File: src/rtl/sudoku_pkg.sv
// Shared encodings and group-to-cell mapping for the 4x4 Sudoku checker.
package sudoku_pkg;
  typedef enum logic [1:0] {
    ST_IDLE = 2'b00,
    ST_LOAD = 2'b01,
    ST_SCAN = 2'b10,
    ST_DONE = 2'b11
  } state_e;

  localparam int          N_GROUPS    = 12;
  localparam logic [3:0]  NO_CONFLICT = 4'hF;

  // Groups 0..3 rows, 4..7 columns, 8..11 boxes; slots in ascending cell order.
  function automatic logic [3:0] group_cell(input logic [3:0] g, input logic [1:0] s);
    logic [3:0] b;
    b = '0;
    if (g < 4'd4) begin
      return {g[1:0], s};
    end else if (g < 4'd8) begin
      b = g - 4'd4;
      return {s, b[1:0]};
    end else begin
      b = g - 4'd8;
      return {b[1], s[1], b[0], s[0]};
    end
  endfunction
endpackage

File: src/rtl/sudoku_group_check.sv
// Combinational check of one constraint group: duplicates, illegal values, empties.
module sudoku_group_check #(
  parameter int W = 4
) (
  input  logic [3:0][W-1:0] cells,
  output logic              fail,
  output logic              any_empty
);
  always_comb begin
    fail      = 1'b0;
    any_empty = 1'b0;
    for (int i = 0; i < 4; i++) begin
      if (cells[i] > W'(4)) fail = 1'b1;
      if (cells[i] == '0)   any_empty = 1'b1;
      for (int j = i + 1; j < 4; j++)
        if (cells[i] != '0 && cells[i] == cells[j]) fail = 1'b1;
    end
  end
endmodule

File: src/rtl/sudoku_grid_ctrl.sv
// Grid store plus load/scan/done sequencer; scans one constraint group per cycle.
module sudoku_grid_ctrl
  import sudoku_pkg::*;
#(
  parameter int CELL_W   = 4,
  parameter int N_GROUPS = 12
) (
  input  logic       in_clka,
  input  logic       in_restart,
  input  logic       in_load,
  input  logic       in_wr,
  input  logic       in_start,
  input  logic [3:0] in_d1_in,
  input  logic [3:0] in_d2_in,
  output logic       out_start,
  output logic [1:0] out_state_main,
  output logic [3:0] out_d_out,
  output logic       out_done,
  output logic       out_valid,
  output logic       out_solved
);
  localparam logic [3:0] LAST_GRP = 4'(N_GROUPS - 1);

  state_e            state_q, state_d;
  logic [CELL_W-1:0] grid_q [16];
  logic [CELL_W-1:0] grid_d [16];
  logic [3:0]        cnt_q, cnt_d, first_q, first_d, d_out_q, d_out_d;
  logic              empty_q, empty_d, start_q, start_d, done_q, done_d;
  logic              valid_q, valid_d, solved_q, solved_d;
  logic              enter_scan, grp_fail, grp_empty;
  logic [3:0][CELL_W-1:0] grp_cells;

  always_comb begin
    for (int s = 0; s < 4; s++)
      grp_cells[s] = grid_q[group_cell(cnt_q, 2'(s))];
  end

  sudoku_group_check #(.W(CELL_W)) u_check (
    .cells     (grp_cells),
    .fail      (grp_fail),
    .any_empty (grp_empty)
  );

  always_comb begin
    state_d    = state_q;
    grid_d     = grid_q;
    cnt_d      = cnt_q;
    first_d    = first_q;
    empty_d    = empty_q;
    d_out_d    = d_out_q;
    valid_d    = valid_q;
    solved_d   = solved_q;
    start_d    = 1'b0;
    enter_scan = 1'b0;
    case (state_q)
      ST_IDLE: begin
        if (in_load)       state_d = ST_LOAD;
        else if (in_start) enter_scan = 1'b1;
      end
      ST_LOAD: begin
        if (in_wr) grid_d[in_d2_in] = CELL_W'(in_d1_in);
        if (in_start) enter_scan = 1'b1;
      end
      ST_SCAN: begin
        if (grp_fail && first_q == NO_CONFLICT) first_d = cnt_q;
        // Every cell belongs to exactly one row, so rows alone cover emptiness.
        if (cnt_q < 4'd4 && grp_empty) empty_d = 1'b1;
        if (cnt_q == LAST_GRP) begin
          state_d  = ST_DONE;
          cnt_d    = '0;
          d_out_d  = first_d;
          valid_d  = (first_d == NO_CONFLICT);
          solved_d = (first_d == NO_CONFLICT) && !empty_d;
        end else begin
          cnt_d = cnt_q + 4'd1;
        end
      end
      ST_DONE: begin
        if (in_load)       state_d = ST_LOAD;
        else if (in_start) enter_scan = 1'b1;
      end
      default: state_d = ST_IDLE;
    endcase
    if (enter_scan) begin
      state_d  = ST_SCAN;
      start_d  = 1'b1;
      cnt_d    = '0;
      first_d  = NO_CONFLICT;
      empty_d  = 1'b0;
      d_out_d  = NO_CONFLICT;
      valid_d  = 1'b0;
      solved_d = 1'b0;
    end
    done_d = (state_d == ST_DONE);
  end

  always_ff @(posedge in_clka or posedge in_restart) begin
    if (in_restart) begin
      state_q  <= ST_IDLE;
      for (int i = 0; i < 16; i++) grid_q[i] <= '0;
      cnt_q    <= '0;
      first_q  <= NO_CONFLICT;
      empty_q  <= 1'b0;
      d_out_q  <= NO_CONFLICT;
      valid_q  <= 1'b0;
      solved_q <= 1'b0;
      start_q  <= 1'b0;
      done_q   <= 1'b0;
    end else begin
      state_q  <= state_d;
      grid_q   <= grid_d;
      cnt_q    <= cnt_d;
      first_q  <= first_d;
      empty_q  <= empty_d;
      d_out_q  <= d_out_d;
      valid_q  <= valid_d;
      solved_q <= solved_d;
      start_q  <= start_d;
      done_q   <= done_d;
    end
  end

  assign out_start      = start_q;
  assign out_state_main = state_q;
  assign out_d_out      = d_out_q;
  assign out_done       = done_q;
  assign out_valid      = valid_q;
  assign out_solved     = solved_q;
endmodule

File: config.mk
export PLATFORM = sky130hd
export DESIGN_NAME = sudoku_grid_ctrl
export DESIGN_NICKNAME = d
export VERILOG_FILES = /design/src/rtl/sudoku_pkg.sv /design/src/rtl/sudoku_group_check.sv /design/src/rtl/sudoku_grid_ctrl.sv
export SDC_FILE = /design/constraint.sdc
export NUM_CORES = 1
export LEC_CHECK = 0
export ABC_AREA = 0
export BUFFER_PORTS_ARGS = -buffer_cell sky130_fd_sc_hd__buf_4
export CORE_UTILIZATION = 35
export CTS_BUF_LIST = sky130_fd_sc_hd__clkbuf_2
export CTS_CLUSTER_DIAMETER = 200
export DETAILED_ROUTE_END_ITERATION = 8
export PLACE_DENSITY_LB_ADDON = 0.25
export SETUP_SLACK_MARGIN = 0.15
export SLEW_MARGIN = 20
export SYNTH_ARGS = -nofsm -noshare
export SYNTH_HDL_FRONTEND = slang
export SYNTH_SLANG_ARGS = --single-unit
File: constraint.sdc
create_clock -name in_clka -period 2.95 [get_ports in_clka]
set_input_delay 0 -clock in_clka [delete_from_list [all_inputs] [get_ports in_clka]]
set_output_delay 0 -clock in_clka [all_outputs]
set_load 0.02 [all_outputs]
---- After elaboration in Yosys (flattened, before gate mapping) ----
Cells that the tools add are included.
cells by class
  add/sub/neg operators ................... 3
  $lt $le $gt $ge ......................... 12
  eq/ne operators ......................... 13
  multiplexer cells ....................... 65
  bitwise operators ....................... 5
  reductions and logical operators ........ 24
operators by type and width
  operator               number
  $mux W4                27
  $bmux W4 S4            4
  $bwmux W64             1
  $mux W1                27
  $ge A5 B5 Y1 const B   5
  $not A4 Y5             5
  $eq A4 B4 Y1           6
  $demux W4 S4           1
  $gt A4 B3 Y1 const B   4
  $logic_not A4 Y1       4
  $eq A4 B4 Y1 const B   3
  $reduce_bool A4 Y1     3
  $logic_and A1 B1 Y1    10
  $eq A2 B2 Y1 const B   3
  $mux W2                3
  $lt A5 B1 Y1 const B   1
  $add A4 B1 Y4 const B  1
  $lt A4 B3 Y1 const B   1
  $lt A4 B4 Y1 const B   1
  $pmux W2 S2            1
  $reduce_and A2 Y1      2
  $reduce_bool A2 Y1     2
  $sub A2 B1 Y2 const B  2
  $eq A2 B1 Y1 const B   1
  4 further kinds        4
storage, ports and cells
  register bits after elaboration ......... 83
  input port bits ......................... 13
  output and inout port bits .............. 10
  word-level logic and storage cells ...... 147

---- Logic depth before layout (Yosys ltp) ----
  word-level depth ........................ 26
  gate-level depth with buffers ........... 14
  gate-level depth less buffers ........... 10

---- Hierarchy ----
A second synthesis with hierarchy kept.
unflattened totals
  cells, all modules ...................... 632
  area, all modules ....................... 5680.4 um2
by module, submodules not included
  module              instances  cells each  area each (um2)  sequential area each (um2)
  sudoku_grid_ctrl    1          580         5297.6           2087.0
  sudoku_group_check  1          52          382.9            0.0

---- Worst setup path before layout ----
Ideal clock, no wire load.
  path kind ............................... register -> register
  start ................................... register cnt_q[3]
  end ..................................... register solved_q (netlist: out_solved)
  setup time .............................. 92 ps
  arrival ................................. 2755 ps
  data required time ...................... 2858 ps
  slack ................................... 103 ps
  stages on the path, launching flop included .. 13
  buffers on the path ..................... 2
  clock period less this slack ............ 2847 ps
  path through ............................ dfrtp_1 > buf_6 > buf_6 > a22oi_1 > o221ai_1 > a32o_1 > a31o_2 > or4b_1 > and3_1 > a31oi_1 > nor4b_4 > a22oi_2 > o31ai_2
between the ends
  word-level cells in the longest chain between the ends .. 26
  elaborated cells on any way between the ends .. 78
  those cells by class .................... 6 x order compare; 8 x eq/ne; 41 x mux; 4 x bitwise; 19 x reduce/logical
ends and longest elaborated chain
  what                                            line                                                source
  start, declared                                 sudoku_grid_ctrl.sv:27                              logic [3:0] cnt_q, cnt_d, first_q, first_d, d_out_q, d_out_d;
  start signal, assigned                          sudoku_grid_ctrl.sv:112                             cnt_q <= cnt_d;
  $lt A4 B4 Y1                                    sudoku_pkg.sv:19                                    end else if (g < 4'd8) begin
  $mux W4                                         sudoku_pkg.sv:19
  $mux W4                                         sudoku_pkg.sv:17                                    if (g < 4'd4) begin
  $not A4 Y5 (implied by the code)                sudoku_grid_ctrl.sv:35                              grp_cells[s] = grid_q[group_cell(cnt_q, 2'(s))];
  $bmux W4 S4                                     sudoku_grid_ctrl.sv:35
  $mux W4 (implied by the code) (2 in series)     sudoku_grid_ctrl.sv:35
  $gt A4 B3 Y1 (tied with other cells)            sudoku_group_check.sv:13                            if (cells[i] > W'(4)) fail = 1'b1;
  $mux W1 or $logic_and A1 B1 Y1 (tied branches)  sudoku_group_check.sv:13, sudoku_group_check.sv:16
  (+9 left out)                                   -
  $logic_and A1 B1 Y1                             sudoku_grid_ctrl.sv:65                              if (grp_fail && first_q == NO_CONFLICT) first_d = cnt_q;
  $mux W4                                         sudoku_grid_ctrl.sv:65
  $mux W4                                         sudoku_grid_ctrl.sv:55                              case (state_q)
  $eq A4 B4 Y1                                    sudoku_grid_ctrl.sv:73                              solved_d = (first_d == NO_CONFLICT) && !empty_d;
  $logic_and A1 B1 Y1                             sudoku_grid_ctrl.sv:73
  $mux W1                                         sudoku_grid_ctrl.sv:68                              if (cnt_q == LAST_GRP) begin
  $mux W1                                         sudoku_grid_ctrl.sv:55
  $mux W1                                         sudoku_grid_ctrl.sv:84                              if (enter_scan) begin
  end signal, assigned                            sudoku_grid_ctrl.sv:117                             solved_q <= solved_d;
  end, declared                                   sudoku_grid_ctrl.sv:29                              logic valid_q, valid_d, solved_q, solved_d;
Parallel ways exist; a longest one is shown, timed or not. The select of a mux whose other input is x is not followed.
A chain may end at the register's enable or synchronous reset.

---- Final worst setup path ----
  start ................................... register cnt_q[1]
  end ..................................... register solved_q (netlist: out_solved)
between the ends
  word-level cells in the longest chain between the ends .. 26
  elaborated cells on any way between the ends .. 80
  those cells by class .................... 2 x add/sub; 6 x order compare; 8 x eq/ne; 41 x mux; 4 x bitwise; 19 x reduce/logical
ends and longest elaborated chain
  what                                            line
  $lt A4 B4 Y1 or $sub A2 B1 Y2 (tied branches)   sudoku_pkg.sv:19, sudoku_pkg.sv:20, sudoku_pkg.sv:23
  $mux W4                                         sudoku_pkg.sv:19
  $mux W4                                         sudoku_pkg.sv:17
  $not A4 Y5 (implied by the code)                sudoku_grid_ctrl.sv:35
  $bmux W4 S4                                     sudoku_grid_ctrl.sv:35
  $mux W4 (implied by the code) (2 in series)     sudoku_grid_ctrl.sv:35
  $gt A4 B3 Y1 (tied with other cells)            sudoku_group_check.sv:13
  $mux W1 or $logic_and A1 B1 Y1 (tied branches)  sudoku_group_check.sv:13, sudoku_group_check.sv:16
  (+9 left out)                                   -
  $logic_and A1 B1 Y1                             sudoku_grid_ctrl.sv:65
  $mux W4                                         sudoku_grid_ctrl.sv:65
  $mux W4                                         sudoku_grid_ctrl.sv:55
  $eq A4 B4 Y1                                    sudoku_grid_ctrl.sv:73
  $logic_and A1 B1 Y1                             sudoku_grid_ctrl.sv:73
  $mux W1                                         sudoku_grid_ctrl.sv:68
  $mux W1                                         sudoku_grid_ctrl.sv:55
  $mux W1                                         sudoku_grid_ctrl.sv:84
Parallel ways exist; a longest one is shown, timed or not. The select of a mux whose other input is x is not followed.

==> results.ini <==
[layout]
layout_common_cells = buf_4 (135), dfrtp_1 (71), mux2_2 (63)
stdcell_area_um2 = 7520
syn2layout_area_growth_pct = 30.7
seqCellArea_um2 = 2090
final_common_cell = buf_4
nets = 763
multi_input_area_um2 = 3570
fill_cells = 1531
stdcell_count = 968
drive_above_1_share_pct = 38.7

[global_routing]
grt_pass1_wl_um = 30900
antenna_found_initial = 1
overflow = 0
grt_pass1_vias = 5307
grt_max_degree = 52
grt_usage_pct = 24.8

[synthesis]
synth-seq-cells = 83
synthCells = 615
async_flop_share_pct = 100
syn_area_per_cell_um2 = 9.35
synth_nets = 632
synth-seq-area-share_pct = 36.3
ys_warn_count = 0
synth.distinct_cells = 80
synth_edf_count = 0
synth_ff_type = dfrtp_1
synth_area_um2 = 5750

[power]
p_leak_nw = 3.23
p_clk_share_pct = 7.7
p_sw_mw = 4.51
powerDensity_nw_per_um2 = 1280
seq_power_share_pct = 20.8
p_sw_share_pct = 46.7
p_comb_share_pct = 71.5
p_total_mw = 9.66
ir_drop_mv = 0.498
p_int_mw = 5.15

[timing]
setup_viol = 9
period_minus_slack_ps = 3080
worst_slew_pin_slew_ps = 920
post-route-period-util_pct = 105
fin_hold_ws_ps = 51.1
rsz0062_at_grt = yes
slew_viol_final = 0
clock.fmax_ghz = 0.324
setup_slack_ps = -133
fin_tns_setup_ps = -955
max-slew-margin-rel_pct = 38.6
clock_skew_ps = 34.3
hold_viol_final = 0

[place]
dp_hpwl_um = 15000
placed_cell_area_um2 = 6890
numPortBuffers = 22
placed_cells = 926
globalplace.congestion = 0.996

[die]
die-width_um = 130
core.rowCount = 46
core_area_um2 = 15900
chipHeight_um = 130
dieArea_um2 = 17000
start_util_pct = 36.1
io_pins = 23

[critical_path]
cp_cell_sequence = buf_6 > buf_6 > a22oi_2 > o221ai_2 > a32o_1 > a31o_4 > or4b_4 > and3_4 > a31oi_4 > nor4b_4 > buf_4 > a22oi_2 > o31ai_2
critPathRequiredTime_ps = 3480
cp_max_fo = 10
cp_slowest_cell = or4b_4
worstSetupPathType = reg -> reg
crit_arrival_ps = 3620
crit_path_max_incr_delay_ps = 540
critPathLaunchType = flip-flop
endpoint_kind = flip-flop

[drt]
antenna_left = 0
drc = 0
vias_per_cell = 5.74
avgRoutedWirePerCell_um = 20.7
vias = 5555
first_iter_violations = 560
wl_um = 20100
first_pass_iters = 5

[clocking]
path_clk_slew_ps = 270
cts_root_buf = clkbuf_2
htree_levels = 3
cts_buffers = 9
clk_path_buf_depth = 2
clkSinkCount = 83
insertion_delay_ps = 620
cts_tree = done

[flow_run]
drv_cap = 0

[run_status]
violations = setup timing
status = complete, but fails checks

[min_path]
hold_class = in -> reg

-- metal layers --
metal,vias to the layer above,share of wire [%],global-route usage (%)
li1,2556,-,-
met1,2782,45,33.7
met2,177,46,39.2
met3,40,4.8,3.03
met4,0,3.4,11.9
met5,-,0,0
-- Yosys cell counts (12+ instances only) --
| cell type | count | area share (%) |
|---|---|---|
| dfrtp_1 | 75 | 33 |
| mux2_2 | 63 | 12 |
| o21ai_0 | 44 | 3.8 |
| nor2_1 | 42 | 2.7 |
| nand2_1 | 39 | 2.5 |
| a21oi_1 | 34 | 3.0 |
| nand2b_1 | 19 | 2.1 |
| inv_1 | 16 | 1.0 |
| nor3_1 | 15 | 1.3 |
| buf_2 | 13 | 1.1 |
| clkbuf_1 | 13 | 0.85 |
| a31oi_1 | 12 | 1.3 |
| nor2b_1 | 12 | 1.3 |
| o22ai_1 | 12 | 1.3 |
| xnor2_1 | 12 | 1.8 |
-- path summary, 6_finish.rpt --
path	slack (ps)	cells past startpoint	from	end
max	-130	13	cnt_q[1]	out_solved
min	50	4	in_wr	grid_q[52]
max in group asynchronous	2080	4	in_restart	cnt_q[2]
max reg2reg	-130	13	cnt_q[1]	out_solved
min reg2reg	510	2	first_q[1]	out_d_out[1]
min in group asynchronous	60	3	in_restart	grid_q[11]
-- area by class of cell --
type | instances | share of cell area, %
antenna | 1 | 0.0333
clock buffer | 11 | 0.732
clock inverter | 5 | 1.13
inverter | 18 | 0.949
multi-input combinational | 470 | 47.5
sequential | 83 | 27.8
tap | 216 | 3.59
timing repair buffer | 164 | 18.2
-- power by group through the flow --
stage | sequential, mW | combinational (mW) | clock, mW
CTS | 2.00 | 6.30 | 0.762
global placement | 2.02 | 5.94 | 0
global route | 2.06 | 7.36 | 0.794
floorplan | 1.88 | 3.78 | 0
finish | 2.01 | 6.90 | 0.747
detailed placement | 2.02 | 5.99 | 0
-- logic make-up after synthesis --
family | after synthesis | synth area share, %
xor+xnor | 21 | 3.20
fa+ha+maj | 4 | 0.870
flops | 83 | 36.3
mux | 74 | 14.3
simple gates | 181 | 16.7
buf+inv | 62 | 5.90
compound gates | 190 | 22.8
-- worst max-delay path: cells and delay by family, from the launching register on --
family,cells,cell delay [ps]
compound gates,7,1110
simple gates,3,930
buf+inv,3,460
flops,1,510
-- flip-flops by register name, summed over array words and instances, names as in the netlist --
name            flops
empty_q             1
out_state_main      2
out_solved          1
out_done            1
out_valid           1
out_start           1
out_d_out           4
first_q             4
grid_q             64
cnt_q               4
-- through the flow --
stage / util (%) / setup WS [ps]
after global placement: 43.2 / -104
after global routing: 47.2 / -260
after floorplan: - / 124
after CTS: 45.9 / -132
after detailed placement: 43.2 / -262
final: 47.2 / -133
-- what timing repair did --
item	CTS	global route
setup buffers	3	4
setup endpoints to repair	10	13
hold buffers	18	0
hold endpoints to repair	126	0
gates resized for setup	21	30
pin swaps	2	23
(Power assumes the default switching activity.)
